<file path="src/rtl/multicycle_control.sv">
// rtl/multicycle_control.sv - multicycle RISC-V main-decoder FSM with parametrised ALU decoder
module multicycle_control #(
  parameter int ALU_CTRL_W   = 4,
  parameter bit EN_SHIFT_XOR = 1'b1
) (
  input  logic                  clk_i,
  input  logic                  reset_i,
  input  logic [6:0]            op_i,
  input  logic [2:0]            f3_i,
  input  logic [6:0]            f7_i,
  input  logic                  zero_i,
  output logic                  pc_write_o,
  output logic                  adr_src_o,
  output logic                  mem_write_o,
  output logic                  ir_write_o,
  output logic [1:0]            result_src_o,
  output logic [1:0]            alu_src_a_o,
  output logic [1:0]            alu_src_b_o,
  output logic [1:0]            imm_src_o,
  output logic                  reg_write_o,
  output logic [ALU_CTRL_W-1:0] alu_control_o,
  output logic                  instr_done_o,
  output logic                  illegal_o
);

  localparam bit SHX = EN_SHIFT_XOR && (ALU_CTRL_W >= 4);

  localparam logic [6:0] OP_LW  = 7'b0000011;
  localparam logic [6:0] OP_SW  = 7'b0100011;
  localparam logic [6:0] OP_R   = 7'b0110011;
  localparam logic [6:0] OP_I   = 7'b0010011;
  localparam logic [6:0] OP_BEQ = 7'b1100011;
  localparam logic [6:0] OP_JAL = 7'b1101111;

  localparam logic [3:0] ALU_ADD  = 4'b0000;
  localparam logic [3:0] ALU_SUB  = 4'b0001;
  localparam logic [3:0] ALU_AND  = 4'b0010;
  localparam logic [3:0] ALU_OR   = 4'b0011;
  localparam logic [3:0] ALU_XOR  = 4'b0100;
  localparam logic [3:0] ALU_SLT  = 4'b0101;
  localparam logic [3:0] ALU_SLL  = 4'b0110;
  localparam logic [3:0] ALU_SRL  = 4'b0111;
  localparam logic [3:0] ALU_SRA  = 4'b1000;
  localparam logic [3:0] ALU_SLTU = 4'b1001;

  typedef enum logic [3:0] {
    S_FETCH, S_DECODE, S_MEMADR, S_MEMREAD, S_MEMWB, S_MEMWRITE,
    S_EXECR, S_EXECI, S_ALUWB, S_BEQ, S_JAL, S_ILLEGAL
  } state_t;

  state_t     state_q, state_d;
  logic       is_sw_q, is_sw_d;
  logic [3:0] funct_alu;
  logic       funct_ok;
  logic [3:0] alu;
  logic       pc_update, branch, mem_write, ir_write, reg_write, done, ill;

  // ALU operation from funct fields; funct_ok flags encodings this build cannot execute
  always_comb begin
    funct_alu = ALU_ADD;
    funct_ok  = 1'b1;
    case (f3_i)
      3'b000: funct_alu = (op_i[5] && f7_i[5]) ? ALU_SUB : ALU_ADD;
      3'b010: funct_alu = ALU_SLT;
      3'b011: begin funct_alu = ALU_SLTU; funct_ok = SHX; end
      3'b100: begin funct_alu = ALU_XOR;  funct_ok = SHX; end
      3'b110: funct_alu = ALU_OR;
      3'b111: funct_alu = ALU_AND;
      3'b001: begin funct_alu = ALU_SLL;  funct_ok = SHX && (f7_i == 7'b0000000); end
      default: begin funct_alu = f7_i[5] ? ALU_SRA : ALU_SRL; funct_ok = SHX; end
    endcase
    if (op_i == OP_R && f7_i != 7'b0000000 && f7_i != 7'b0100000) funct_ok = 1'b0;
  end

  always_comb begin
    state_d      = state_q;
    is_sw_d      = is_sw_q;
    pc_update    = 1'b0;
    branch       = 1'b0;
    adr_src_o    = 1'b0;
    mem_write    = 1'b0;
    ir_write     = 1'b0;
    result_src_o = 2'b00;
    alu_src_a_o  = 2'b00;
    alu_src_b_o  = 2'b00;
    reg_write    = 1'b0;
    alu          = ALU_ADD;
    done         = 1'b0;
    ill          = 1'b0;
    case (state_q)
      S_FETCH: begin
        ir_write     = 1'b1;
        alu_src_b_o  = 2'b10;
        result_src_o = 2'b10;
        pc_update    = 1'b1;
        state_d      = S_DECODE;
      end
      S_DECODE: begin
        alu_src_a_o = 2'b01;
        alu_src_b_o = 2'b01;
        is_sw_d     = op_i[5];
        case (op_i)
          OP_LW, OP_SW: state_d = S_MEMADR;
          OP_R:         state_d = funct_ok ? S_EXECR : S_ILLEGAL;
          OP_I:         state_d = funct_ok ? S_EXECI : S_ILLEGAL;
          OP_BEQ:       state_d = S_BEQ;
          OP_JAL:       state_d = S_JAL;
          default:      state_d = S_ILLEGAL;
        endcase
      end
      S_MEMADR: begin
        alu_src_a_o = 2'b10;
        alu_src_b_o = 2'b01;
        state_d     = is_sw_q ? S_MEMWRITE : S_MEMREAD;
      end
      S_MEMREAD: begin
        adr_src_o = 1'b1;
        state_d   = S_MEMWB;
      end
      S_MEMWB: begin
        result_src_o = 2'b01;
        reg_write    = 1'b1;
        done         = 1'b1;
        state_d      = S_FETCH;
      end
      S_MEMWRITE: begin
        adr_src_o = 1'b1;
        mem_write = 1'b1;
        done      = 1'b1;
        state_d   = S_FETCH;
      end
      S_EXECR: begin
        alu_src_a_o = 2'b10;
        alu         = funct_alu;
        state_d     = S_ALUWB;
      end
      S_EXECI: begin
        alu_src_a_o = 2'b10;
        alu_src_b_o = 2'b01;
        alu         = funct_alu;
        state_d     = S_ALUWB;
      end
      S_ALUWB: begin
        reg_write = 1'b1;
        done      = 1'b1;
        state_d   = S_FETCH;
      end
      S_BEQ: begin
        alu_src_a_o = 2'b10;
        alu         = ALU_SUB;
        branch      = 1'b1;
        done        = 1'b1;
        state_d     = S_FETCH;
      end
      S_JAL: begin
        alu_src_a_o = 2'b01;
        alu_src_b_o = 2'b10;
        pc_update   = 1'b1;
        state_d     = S_ALUWB;
      end
      S_ILLEGAL: ill = 1'b1;
      default:   state_d = S_FETCH;
    endcase
  end

  always_ff @(posedge clk_i) begin
    if (reset_i) begin
      state_q <= S_FETCH;
      is_sw_q <= 1'b0;
    end else begin
      state_q <= state_d;
      is_sw_q <= is_sw_d;
    end
  end

  always_comb begin
    case (op_i)
      OP_SW:   imm_src_o = 2'b01;
      OP_BEQ:  imm_src_o = 2'b10;
      OP_JAL:  imm_src_o = 2'b11;
      default: imm_src_o = 2'b00;
    endcase
  end

  // Side-effecting strobes are held off for the whole reset cycle, wherever the FSM was
  assign pc_write_o    = ~reset_i & (pc_update | (branch & zero_i));
  assign mem_write_o   = ~reset_i & mem_write;
  assign ir_write_o    = ~reset_i & ir_write;
  assign reg_write_o   = ~reset_i & reg_write;
  assign instr_done_o  = ~reset_i & done;
  assign illegal_o     = ~reset_i & ill;
  assign alu_control_o = alu[ALU_CTRL_W-1:0];

endmodule

</file>
<file path="config.mk">
export PLATFORM = sky130hd
export DESIGN_NAME = multicycle_control
export DESIGN_NICKNAME = d
export VERILOG_FILES = /design/src/rtl/multicycle_control.sv
export SDC_FILE = /design/constraint.sdc
export NUM_CORES = 1
export LEC_CHECK = 0
export ABC_AREA = 0
export ABC_CLOCK_PERIOD_IN_PS = 1800
export CORE_ASPECT_RATIO = 0.75
export CORE_MARGIN = 1
export CORE_UTILIZATION = 37
export DETAILED_ROUTE_END_ITERATION = 10
export GPL_ROUTABILITY_DRIVEN = 0
export PLACE_DENSITY = 0.76
export SYNTH_ARGS = -nofsm -noshare
export SYNTH_HDL_FRONTEND = slang
export SYNTH_SLANG_ARGS = --single-unit
</file>
<file path="constraint.sdc">
create_clock -name clk_i -period 1.8 [get_ports clk_i]
set_input_delay 0.36 -clock clk_i [delete_from_list [all_inputs] [get_ports clk_i]]
set_output_delay 0.36 -clock clk_i [all_outputs]
set_load 0.05 [all_outputs]
</file>
Yosys cells after proc, flatten, opt, wreduce, memory -nomap -nowiden
Index checks and enable logic that the tools add are counted.
{ "word_totals": {"ff_bits": 5, "output_inout_bits": 19, "wordCells": 75, "input_bits": 20} }
{ "op_classes": {"mux": 23, "n_reduce_logical": 17, "eq_ne": 24, "bitwise_logic": 9} }
{ "ops": {"columns": ["op", "n"], "rows": [
  ["4-bit case mux with 7 select lines", 1],
  ["4-bit case mux with 6 select lines", 1],
  ["4-bit case mux with 5 select lines", 1],
  ["4-bit by 3-bit == test with 1-bit output (second input constant)", 4],
  ["4-bit == test (second input constant)", 4],
  ["7-bit by 6-bit == test with 1-bit output (second input constant)", 2],
  ["7-bit == test (second input constant)", 2],
  ["4-bit two-way mux", 3],
  ["2-bit case mux with 2 select lines", 3],
  ["2-bit OR reduction", 6],
  ["1-bit two-way mux", 11],
  ["3-bit == test (second input constant)", 3],
  ["4-bit by 2-bit == test with 1-bit output (second input constant)", 2],
  ["4-bit case mux with 2 select lines", 1],
  ["4-bit OR reduction", 2],
  ["1-bit bitwise AND", 7],
  ["7-bit by 2-bit == test with 1-bit output (second input constant)", 1],
  ["7-bit by 5-bit == test with 1-bit output (second input constant)", 1],
  ["7-bit logical NOT", 1],
  ["7-bit by 6-bit != test with 1-bit output (second input constant)", 1],
  ["7-bit nonzero test", 1],
  ["3-bit by 2-bit == test with 1-bit output (second input constant)", 2],
  ["2-bit case mux with 3 select lines", 1],
  ["3-bit OR reduction", 2],
  ["other kinds (8)", 10]
]} }

Longest topological paths before layout
{ "depth": {"word_depth": 7, "mapped_depth": 6, "depth_no_buf": 4} }

Least setup slack after synthesis
No wires, ideal clock.
{ "synth_path": {"path_type": "reg2out", "startpoint": "reg state_q[0]", "endpoint": "out pc_write_o", "arrival_time_ps": 2089, "path_stages_with_launch": 7, "required_ps": 1440, "setup_slack_ps": -649, "path_buffers": 2, "path_cell_list": "dfxtp_1 > buf_4 > or2_1 > buf_2 > nand2_1 > nand2_1 > a211oi_1"} }
{ "synth_via": {"elab_chain_cells": 5, "elab_cells_between_ends": 9, "cone_classes": "eq/ne (2); mux (2); bitwise (3); reduce/logical (2)"} }
{ "synth_rtl": {"columns": ["element", "line", "text"], "rows": [
  ["start: declaration", "51", "state_t state_q, state_d;"],
  ["start signal: assignment", "171", "state_q <= state_d;"],
  ["4-bit == test or 4-bit logical NOT (tied branches)", "90", "case (state_q)"],
  ["2-bit OR reduction (no source line) or 1-bit two-way mux (tied branches)", null, null],
  ["1-bit two-way mux or 1-bit bitwise AND (tied branches)", "90, 186", null],
  ["1-bit bitwise OR *", "186", "assign pc_write_o = ~reset_i & (pc_update | (branch & zero_i));"],
  ["1-bit bitwise AND *", "186", null],
  ["end: declaration", "12", "output logic pc_write_o,"]
]} }
Every way passes the cells marked *; elsewhere a longest branch is shown, timed or not.

Worst setup path after layout
{ "layout_path": {"startpoint": "reg state_q[3]", "endpoint": "out pc_write_o"} }
The elaborated chain is that of the path after synthesis.

==> results <==
==> metal layers <==
layer / GRT usage (%) / vias up / share of wire (%)
met1: 46.5 / 570 / 36
met3: 7.45 / 68 / 12
li1: - / 510 / -
met2: 66.2 / 141 / 43
met4: 18.2 / 0 / 9.8
met5: 0 / - / 0
==> metrics by stage <==
step,util (%),TNS (ps)
2_1_floorplan,-,-283
3_3_place_gp,85.2,-1340
3_5_place_dp,85.2,-1730
4_1_cts,91.8,-46.1
5_1_grt,96.5,-471
6_report,96.5,-263
==> power by group <==
group / total, µW / internal (µW) / leakage [µW] / switching (µW)
registers: 284 / 180 / 0.0000437 / 104
logic: 2320 / 1020 / 0.000656 / 1300
clock network: 144 / 84.6 / 0.0000150 / 59.8
total: 2750 / 1290 / 0.000714 / 1460
==> registers in the layout, summed over array words and instances, names as in the netlist <==
signal / cells
is_sw_q: 1
state_q: 4
==> worst min-delay path, cell delays in order <==
cell and delay (ps):
buf_2 100, nand2_1 130, o211ai_1 130, nand3_1 100
==> cells in the mapped netlist, types with 2 or more instances <==
cell / number / area [µm²]
nand3_1: 2 / 10.0
xor2_1: 2 / 17.5
o211ai_1: 2 / 15.0
buf_2: 4 / 20.0
nor3_1: 11 / 55.1
inv_1: 2 / 7.51
nor2b_1: 4 / 25.0
nor2_1: 11 / 41.3
a21oi_1: 7 / 35.0
o21ai_0: 5 / 25.0
a211oi_1: 2 / 15.0
or2b_1: 2 / 15.0
o22ai_1: 2 / 12.5
nand3b_1: 2 / 15.0
nor4_1: 2 / 12.5
dfxtp_1: 5 / 100
nand2_1: 9 / 33.8
or2_1: 3 / 18.8
nand2b_1: 4 / 25.0
buf_6: 2 / 22.5
==> how the worst max path moves through the flow <==
stage | start | to | slack (ps) | depth (start not counted)
after floorplan | state_q[0] | pc_write_o | -190 | 6
after global placement | f3_i[0] | alu_control_o[0] | -260 | 6
after detailed placement | f3_i[0] | alu_control_o[0] | -340 | 6
after CTS | op_i[5] | alu_control_o[0] | -50 | 6
after global routing | state_q[3] | pc_write_o | -220 | 5
final | state_q[3] | pc_write_o | -160 | 5
==> cell usage in the layout, fill, tap and decap left out, types with 3 or more instances in the layout <==
cell / n
nand2b_4: 3
clkdlybuf4s50_1: 6
dlygate4sd2_1: 4
nor3_2: 5
nor2_1: 9
buf_12: 18
or2_1: 3
clkbuf_2: 4
nand2_1: 8
clkbuf_4: 4
buf_4: 35
a21oi_1: 5
dfxtp_4: 4
nor3_4: 4
nor3_1: 4
==> logic make-up after synthesis <==
logic type                share of synthesized area (%)
and+or+nand+nor                                    47.8
AOI/OAI and AO/OA                                  24.4
buffers and inverters                              9.01
DFF                                                14.7
xor gates and xnor gates                           2.57
muxes                                              1.47
==> final cells by class <==
| cell class | count | area (µm²) | area share [%] |
|---|---|---|---|
| Clock buffer | 4 | 26.3 | 1.58 |
| Inverter | 2 | 7.51 | 0.451 |
| Multi-Input combinational cell | 87 | 662 | 39.8 |
| Sequential cell | 5 | 115 | 6.92 |
| Tap cell | 22 | 27.5 | 1.65 |
| Timing Repair Buffer | 75 | 826 | 49.6 |
==> repair_timing <==
item | CTS | global route
setup endpoints to repair | 18 | 14
buffers inserted | 9 | 4
gates cloned | 0 | 0
gates resized for setup | 35 | 26
pin swaps | 12 | 10
==> results.yml <==
synth:
  syn_avg_cell_area_um2: 6.67
  netlist-cell-type-count: 39
  yosys_warnings: 0
  synth_edf_count: 0
  synth-main-ff-cell: "dfxtp_1"
  syn_nets: 122
  synth.cell_area_um2: 681
  synth-seq-cells: 5
  async_reset_ff_share_pct: 0
  synth_seq_area_share_pct: 14.7
  synthCells: 102
power:
  p_per_area_mw_per_mm2: 1650
  leakagePower_uw: 0.000714
  vdd_drop_max_mv: 1.33
  total_power_uw: 2750
routing:
  post_drt_wl_per_cell_um: 24.1
  wirelength_um: 4700
  vias: 1289
  drc_errors: 0
  viasPerCell: 6.61
  drtAntennaViolNets: 0
  drtIter0Drc: 119
  dr.pass1.iters: 6
clock_tree:
  cts_tree: "done"
  clkSlewWorstSetupHoldPaths_ps: 40
  cts_buffer_depth: 2
  insertion_delay_ps: 260
  h-tree-depth: 1
  cts_hold_buf: 0
  cts.sinks: 5
  numCtsBuffers: 3
  cts_root_buf: "clkbuf_4"
worst_hold_path:
  hold_end: "state_q[0]"
  hold_class: "in -> reg"
  hp-start: "op_i[2]"
  holdPathStages: 4
global_routing:
  grt_pass1_wl_um: 5510
  groute.usage.overall_pct: 38.5
  grt_max_degree: 11
  grt_pass1_vias: 1111
  grt_overflow: 0
  antenna_found_initial: 0
worst_setup_path:
  required_ps: 1440
  cp.arrival_ps: 1600
  r2r_slack_ps: 280
  critical_path_class: "reg -> out"
  cp-end-kind: "output port"
  cpMaxStageDelayCell: "dfxtp_4"
  startpoint_type: "flip-flop"
  crit_top_cell: "nand2_1"
  critical_path.cell_chain: "or2_1, nand2_1, nand2_1, a211oi_2, clkbuf_16"
  critical-path-max-stage-delay_ps: 370
  r2r_end: "state_q[3]"
  path_buf_inv: 1
  ff2ff_path_depth: 5
  r2r_start: "state_q[2]"
  critPathTopFamily: "simple AND/OR/NAND/NOR gates"
  crit_fanout: 6
placed_design:
  port-buffer-count: 38
  place_area_mm2: 0.00147
  dp_hpwl_um: 2150
  dp_slack_ps: -336
  place_inst: 178
sta:
  period_minus_slack_ps: 1960
  fin_crit_sh_pct: 109
  hold_viol_final: 0
  fmax_mhz: 510
  rsz0062_at_grt: "true"
  finalClockSkew_ps: 21.0
  max_slew_margin_pct: 75.5
  fin_ws_ps: -161
  finalSetupViolCount: 4
  worstMarginPinSlew_ps: 365
  report.final.slew_viol_count: 0
  whs_ps: 614
final_layout:
  layout-drive-gt1-share_pct: 58.4
  antennaDiodeCount: 0
  nFillCells: 32
  post-route-cell-area_mm2: 0.00166
  stdcell_count: 195
  nets: 194
  area_delta_synth_final_pct: 144
floorplan:
  die_x_um: 51.5
  ios: 39
  row_count: 13
  initial_core_util_pct: 39.5
  die-area_mm2: 0.00202
  design.core.area_mm2: 0.00172
  chipHeight_um: 39.1
flow_run:
  drv_cap: 0
run_status:
  violations: "negative setup slack"
  status: "complete, but fails checks"
No activity file was read; power rests on OpenSTA's default activity.
